===== src/rtl/alu_mc.sv =====
// Multi-cycle ALU: single-cycle arithmetic/logic ops plus bit-serial shifts and a
// shift-add multiplier sharing one working register pair.
module alu_mc #(
    parameter int WIDTH = 16,
    parameter int CNT_W = $clog2(WIDTH + 1)
) (
    input  logic             I_CLK,
    input  logic             I_NRESET,
    input  logic             I_VALID,
    output logic             O_READY,
    input  logic [3:0]       I_OPCODE,
    input  logic [WIDTH-1:0] I_A,
    input  logic [WIDTH-1:0] I_B,
    output logic             O_VALID,
    output logic [WIDTH-1:0] O_C,
    output logic [4:0]       O_STATUS
);

    typedef enum logic [1:0] {
        IDLE = 2'd0,
        ITER = 2'd1,
        DONE = 2'd2
    } state_t;

    localparam logic [3:0] OP_ADD   = 4'd0;
    localparam logic [3:0] OP_ADDU  = 4'd1;
    localparam logic [3:0] OP_ADDC  = 4'd2;
    localparam logic [3:0] OP_ADDCU = 4'd3;
    localparam logic [3:0] OP_SUB   = 4'd4;
    localparam logic [3:0] OP_SUBU  = 4'd5;
    localparam logic [3:0] OP_AND   = 4'd6;
    localparam logic [3:0] OP_OR    = 4'd7;
    localparam logic [3:0] OP_XOR   = 4'd8;
    localparam logic [3:0] OP_NOT   = 4'd9;
    localparam logic [3:0] OP_LSH   = 4'd10;
    localparam logic [3:0] OP_RSH   = 4'd11;
    localparam logic [3:0] OP_ALSH  = 4'd12;
    localparam logic [3:0] OP_ARSH  = 4'd13;
    localparam logic [3:0] OP_MUL   = 4'd14;
    localparam logic [3:0] OP_ZERO  = 4'd15;

    localparam logic [CNT_W-1:0] K_MAX   = CNT_W'(WIDTH);
    localparam logic [WIDTH-1:0] B_LIMIT = WIDTH'(WIDTH);

    // Returns {N, Z, F, L, C, result} for every single-cycle opcode.
    function automatic logic [WIDTH+4:0] single_op(
        input logic [3:0]       op,
        input logic [WIDTH-1:0] a,
        input logic [WIDTH-1:0] b
    );
        logic [WIDTH:0]   s_ext;
        logic [WIDTH:0]   u_sum;
        logic [WIDTH-1:0] r;
        logic             c;
        logic             l;
        logic             f;
        logic             n;
        s_ext = '0;
        u_sum = '0;
        r     = '0;
        c     = 1'b0;
        l     = 1'b0;
        f     = 1'b0;
        n     = 1'b0;
        case (op)
            OP_ADD, OP_ADDC: begin
                s_ext = {a[WIDTH-1], a} + {b[WIDTH-1], b}
                      + {{WIDTH{1'b0}}, (op == OP_ADDC)};
                r = s_ext[WIDTH-1:0];
                f = s_ext[WIDTH] ^ s_ext[WIDTH-1];
                n = s_ext[WIDTH-1];
            end
            OP_ADDU, OP_ADDCU: begin
                u_sum = {1'b0, a} + {1'b0, b} + {{WIDTH{1'b0}}, (op == OP_ADDCU)};
                r = u_sum[WIDTH-1:0];
                c = u_sum[WIDTH];
            end
            OP_SUB: begin
                // The extended difference carries the true sign, so it doubles as B<A.
                s_ext = {b[WIDTH-1], b} - {a[WIDTH-1], a};
                r = s_ext[WIDTH-1:0];
                f = s_ext[WIDTH] ^ s_ext[WIDTH-1];
                n = s_ext[WIDTH];
            end
            OP_SUBU: begin
                r = b - a;
                c = (b < a);
                l = (b < a);
            end
            OP_AND:  r = a & b;
            OP_OR:   r = a | b;
            OP_XOR:  r = a ^ b;
            OP_NOT:  r = ~a;
            OP_ZERO: r = '0;
            default: r = '0;
        endcase
        return {n, (r == '0), f, l, c, r};
    endfunction

    // One bit of shift for the serial shifter.
    function automatic logic [WIDTH-1:0] shift_one(
        input logic [3:0]       op,
        input logic [WIDTH-1:0] v
    );
        logic [WIDTH-1:0] r;
        case (op)
            OP_LSH, OP_ALSH: r = {v[WIDTH-2:0], 1'b0};
            OP_RSH:          r = {1'b0, v[WIDTH-1:1]};
            OP_ARSH:         r = {v[WIDTH-1], v[WIDTH-1:1]};
            default:         r = v;
        endcase
        return r;
    endfunction

    state_t           state_q, state_d;
    logic             ready_q, ready_d;
    logic             valid_q, valid_d;
    logic [WIDTH-1:0] c_q, c_d;
    logic [4:0]       status_q, status_d;
    logic [CNT_W-1:0] cnt_q, cnt_d;
    logic [3:0]       op_q, op_d;
    logic [WIDTH-1:0] work_q, work_d;
    logic [WIDTH-1:0] hi_q, hi_d;
    logic [WIDTH-1:0] mcand_q, mcand_d;

    logic [WIDTH+4:0] single_s;
    logic [CNT_W-1:0] k_s;
    logic             is_iter_s;
    logic [WIDTH:0]   step_sum_s;
    logic [WIDTH-1:0] step_work_s;
    logic [WIDTH-1:0] step_hi_s;

    assign single_s  = single_op(I_OPCODE, I_A, I_B);
    assign k_s       = (I_B >= B_LIMIT) ? K_MAX : I_B[CNT_W-1:0];
    assign is_iter_s = (I_OPCODE >= OP_LSH) && (I_OPCODE <= OP_MUL);

    // One iteration step: multiplier low bit adds into the high half, then {hi,work} shifts right.
    always_comb begin
        step_sum_s = {1'b0, hi_q} + (work_q[0] ? {1'b0, mcand_q} : {(WIDTH+1){1'b0}});
        if (op_q == OP_MUL) begin
            step_work_s = {step_sum_s[0], work_q[WIDTH-1:1]};
            step_hi_s   = step_sum_s[WIDTH:1];
        end else begin
            step_work_s = shift_one(op_q, work_q);
            step_hi_s   = hi_q;
        end
    end

    // Next-state and next-output logic for the control FSM.
    always_comb begin
        state_d  = state_q;
        valid_d  = 1'b0;
        c_d      = c_q;
        status_d = status_q;
        cnt_d    = cnt_q;
        op_d     = op_q;
        work_d   = work_q;
        hi_d     = hi_q;
        mcand_d  = mcand_q;
        case (state_q)
            IDLE: begin
                if (I_VALID && is_iter_s) begin
                    op_d    = I_OPCODE;
                    hi_d    = '0;
                    mcand_d = I_A;
                    if (I_OPCODE == OP_MUL) begin
                        work_d  = I_B;
                        cnt_d   = K_MAX;
                        state_d = ITER;
                    end else if (k_s == '0) begin
                        work_d   = I_A;
                        state_d  = DONE;
                        valid_d  = 1'b1;
                        c_d      = I_A;
                        status_d = {1'b0, (I_A == '0), 3'b000};
                    end else begin
                        work_d  = I_A;
                        cnt_d   = k_s;
                        state_d = ITER;
                    end
                end else if (I_VALID) begin
                    valid_d  = 1'b1;
                    c_d      = single_s[WIDTH-1:0];
                    status_d = single_s[WIDTH+4:WIDTH];
                end else begin
                    state_d = IDLE;
                end
            end
            ITER: begin
                work_d = step_work_s;
                hi_d   = step_hi_s;
                cnt_d  = cnt_q - CNT_W'(1);
                if (cnt_q <= CNT_W'(1)) begin
                    state_d  = DONE;
                    valid_d  = 1'b1;
                    c_d      = step_work_s;
                    status_d = {1'b0, (step_work_s == '0), 2'b00,
                                (op_q == OP_MUL) && (step_hi_s != '0)};
                end else begin
                    state_d = ITER;
                end
            end
            DONE:    state_d = IDLE;
            default: state_d = IDLE;
        endcase
        ready_d = (state_d == IDLE);
    end

    // State and output registers.
    always_ff @(posedge I_CLK or negedge I_NRESET) begin
        if (!I_NRESET) begin
            state_q  <= IDLE;
            ready_q  <= 1'b1;
            valid_q  <= 1'b0;
            c_q      <= '0;
            status_q <= 5'b00000;
            cnt_q    <= '0;
            op_q     <= 4'd0;
            work_q   <= '0;
            hi_q     <= '0;
            mcand_q  <= '0;
        end else begin
            state_q  <= state_d;
            ready_q  <= ready_d;
            valid_q  <= valid_d;
            c_q      <= c_d;
            status_q <= status_d;
            cnt_q    <= cnt_d;
            op_q     <= op_d;
            work_q   <= work_d;
            hi_q     <= hi_d;
            mcand_q  <= mcand_d;
        end
    end

    assign O_READY  = ready_q;
    assign O_VALID  = valid_q;
    assign O_C      = c_q;
    assign O_STATUS = status_q;

endmodule


===== config.mk =====
export PLATFORM = sky130hd
export DESIGN_NAME = alu_mc
export DESIGN_NICKNAME = d
export VERILOG_FILES = /design/src/rtl/alu_mc.sv
export SDC_FILE = /design/constraint.sdc
export NUM_CORES = 1
export LEC_CHECK = 0
export BUFFER_PORTS_ARGS = -buffer_cell sky130_fd_sc_hd__buf_2
export CORE_ASPECT_RATIO = 2
export CORE_UTILIZATION = 40
export CTS_CLUSTER_DIAMETER = 30
export CTS_CLUSTER_SIZE = 20
export DETAILED_ROUTE_END_ITERATION = 10
export GPL_TIMING_DRIVEN = 0
export PLACE_DENSITY = 0.62
export SETUP_SLACK_MARGIN = 0.15
export SLEW_MARGIN = 20
export SYNTH_ARGS = -nofsm -noshare
export SYNTH_HDL_FRONTEND = slang
export SYNTH_SLANG_ARGS = --single-unit

===== constraint.sdc =====
create_clock -name I_CLK -period 4.1 [get_ports I_CLK]
set_input_delay 0 -clock I_CLK [delete_from_list [all_inputs] [get_ports I_CLK]]
set_output_delay 0 -clock I_CLK [all_outputs]
set_load 0.02 [all_outputs]

==> results.yml <==
run_status:
  status: "finished clean"
drt:
  drtIter0Drc: 662
  drt_first_pass_iters: 5
  ant_nets: 0
  route.detailed.drc: 0
  vias: 9244
  routed_wl_mm: 36.8
  routedWlPerCell_microns: 25.7
  via_per_inst: 6.46
critical_path:
  critPathMaxFanout: 10
  cp.arrival_ns: 4.21
  start_kind: "input pin"
  end_kind: "flip-flop"
  cp.required_ns: 4.40
  critical_path_class: "input pin to flip-flop"
  reg2reg_slack_ns: 0.24
timing:
  rsz0062_at_grt: "yes"
  fmax_ghz: 0.256
  fin_setup_tns_ns: 0
  finalCritPeriodShare_pct: 95.4
  fin_ws_ns: 0.190
  timing.final.crit_period_ns: 3.91
  hold_slack_ns: 0.0330
  worstMarginPinSlew_ns: 1.13
  fin_worst_skew_ns: 0.00846
  slew_headroom_pct: 24.1
  slew_violations: 0
  hold_violations: 0
  setup_violations: 0
synth:
  synth-seq-area-share_pct: 24.3
  synth-compound-area-share_pct: 32.4
  ys_async_sr_fraction_pct: 100
  yosys_most_used_dff: "dfrtp_1"
  synth_top_family_by_area: "compound AO/OA/AOI/OAI gates"
  yosys.area.top_type: "dfrtp_1"
  yosys.area_share.simple_pct: 20.6
  syn_inst: 1084
  ys_ff_latch: 82
  yosysMostFrequentCell: "nor2_1"
  yosysTopAreaCellShare_pct: 24.0
  synth_adder_area_share_pct: 11.2
  synthXorXnorAreaFrac_pct: 2.28
  synth_nets: 1195
  synthMuxAreaShare_pct: 2.36
  syn_area_sq_um: 8440
  synthTopCellsByCount: "nor2_1, nand2_1, o21ai_0, a21oi_1, dfrtp_1"
  syn_avg_cell_area_sq_um: 7.79
  ys_types: 81
  synthTopCellsByArea: "dfrtp_1, ha_1, o21ai_0"
  synth_edf_count: 0
  yosys_warnings: 0
global_route:
  first_global_vias: 9479
  grt_pass1_wl_mm: 55.1
  grt.total_usage_pct: 34.1
  grt_start_max_net_pins: 44
  grt_remaining_overflow: 0
  grt_antenna_before_repair: 0
final_layout:
  n_antenna_cell: 0
  layout-drive-gt1-share_pct: 13.5
  area_delta_synth_final_pct: 12.7
  nets: 1271
job:
  max_cap_viol_count: 0
power_and_ir_drop:
  vdd_ir_drop_max_uv: 268
  cellPowerDensity_nw_per_um2: 575
  cellLeakagePower_nw: 4.27
cts:
  tritoncts: "done"
  clk_latency_ns: 0.36
  clk_root_buffer_cell: "clkbuf_16"
  clock-sinks: 82
  cts_made_buffers: 9
  cts_buffer_depth: 2
  h-tree-depth: 3
  clkTransAtPathRegs_ns: 0.07
place:
  dpl_worst_slack_ns: -1.49
  io_buffers: 59
  gp_congestion: 1.01
  hpwlAfterDp_mm: 29.8
floorplan:
  initial_utilization_pct: 41.1
  die_y_microns: 207
  num_rows: 74
  num_io_pins: 62
  die_w_microns: 105
  core_area_sq_um: 20600
  dieArea_sq_um: 21700
hold_path:
  hp-class: "input pin to flip-flop"
==> cells in the final DEF, fill, tap and decap left out, types with 8 or more instances in the layout <==
master	netlist	routed
a211oi_1	21	18
a21o_1	18	18
a21oi_1	89	88
a221o_1	11	11
a222oi_1	8	8
a22o_1	12	12
a31oi_1	9	9
and2_1	23	22
and3_1	9	9
buf_2	18	76
clkbuf_1	44	41
clkbuf_16	0	9
dfrtp_1	81	81
ha_1	66	66
inv_1	64	64
mux2i_1	12	11
nand2_1	95	95
nand2b_1	9	9
nand3_1	19	19
nand4_1	10	10
nor2_1	96	94
nor2b_1	13	13
nor3_1	18	18
nor4_1	10	9
o211ai_1	15	15
o21ai_0	91	91
o221ai_1	18	17
o22ai_1	14	14
or2_2	10	10
xnor2_1	16	16
==> report_power, final <==
part / total [mW] / switching [mW] / internal (mW)
sequential: 1.44 / 0.292 / 1.15
clock: 0.801 / 0.369 / 0.432
combinational: 3.23 / 2.09 / 1.14
total: 5.47 / 2.75 / 2.72
==> metal layers <==
metal,vias up,share of wire (%),global-route usage [%]
met2,446,53,62.9
met5,-,0,0
met3,218,4.9,5.27
met4,0,11,35.1
li1,4188,-,-
met1,4392,31,29.7
==> metrics by stage <==
| stage | power [mW] | util [%] | area (sq um) | instances |
|---|---|---|---|---|
| floorplan | 3.46 | - | 8440 | 1084 |
| global placement | 4.53 | 44.1 | 9070 | 1409 |
| detailed placement | 4.57 | 44.3 | 9100 | 1410 |
| CTS | 5.39 | 46.1 | 9470 | 1429 |
| global route | 5.77 | 46.3 | 9520 | 1431 |
| finish | 5.47 | 46.3 | 9520 | 1431 |
==> area by class of cell <==
cell class                 count  area, sq um
tap                          266          333
multi-input combinational    865         5900
clock inverter                 6         48.8
fill                        2127        11000
inverter                      64          240
sequential                    82         2050
buffer                        73          342
timing repair buffer          65          363
clock buffer                  10          239
==> worst max-delay path, stage by stage <==
cell and delay (ns):
buf_2 0.10, buf_2 0.18, or2_2 0.28, buf_2 0.20, nor2_4 0.38, and2_1 0.21
fa_1 0.24, a211oi_1 0.11, o21ai_0 0.89, a31o_2 0.30, o21a_1 0.13, mux2i_1 0.09
a211oi_2 0.50, nand4_1 0.17, nor4_2 0.24, a41o_1 0.19
==> registers in the layout, summed over array words and instances, names as in the netlist <==
signal,cells
O_C,16
O_READY,1
O_STATUS,5
O_VALID,1
cnt_q,5
hi_q,16
mcand_q,16
op_q,4
state_q,2
work_q,16
==> logic make-up after synthesis <==
kind of cell             Yosys count
XOR/XNOR                          22
AO/OA/AOI/OAI                    401
buffers and inverters            137
adder cells (fa/ha/maj)           72
flip-flops                        82
multiplexers                      19
AND/OR/NAND/NOR                  351
==> final timing paths <==
path / from / end / depth (start not counted)
min in group asynchronous: I_NRESET / cnt_q[0]$_DFFE_PN0P_ / 2
worst min-delay path: I_B[0] / cnt_q[0]$_DFFE_PN0P_ / 3
worst min register to register: mcand_q[13]$_DFFE_PN0P_ / mcand_q[13]$_DFFE_PN0P_ / 2
worst max-delay path: I_OPCODE[2] / O_STATUS[3]$_DFFE_PN0P_ / 16
max in group asynchronous: I_NRESET / O_READY$_DFF_PN1_ / 3
worst max register to register: work_q[0]$_DFFE_PN0P_ / O_STATUS[0]$_DFFE_PN0P_ / 14
==> what timing repair did <==
| item | 4_1_cts | 5_1_grt |
|---|---|---|
| pin swaps | 1 | 3 |
| hold endpoints to repair | 44 | 0 |
| endpoints found under the setup margin | 14 | 7 |
| gates resized for setup | 15 | 7 |
| setup buffers | 0 | 2 |
| hold buffers | 3 | 0 |
Power figures use the tool's default switching activity.
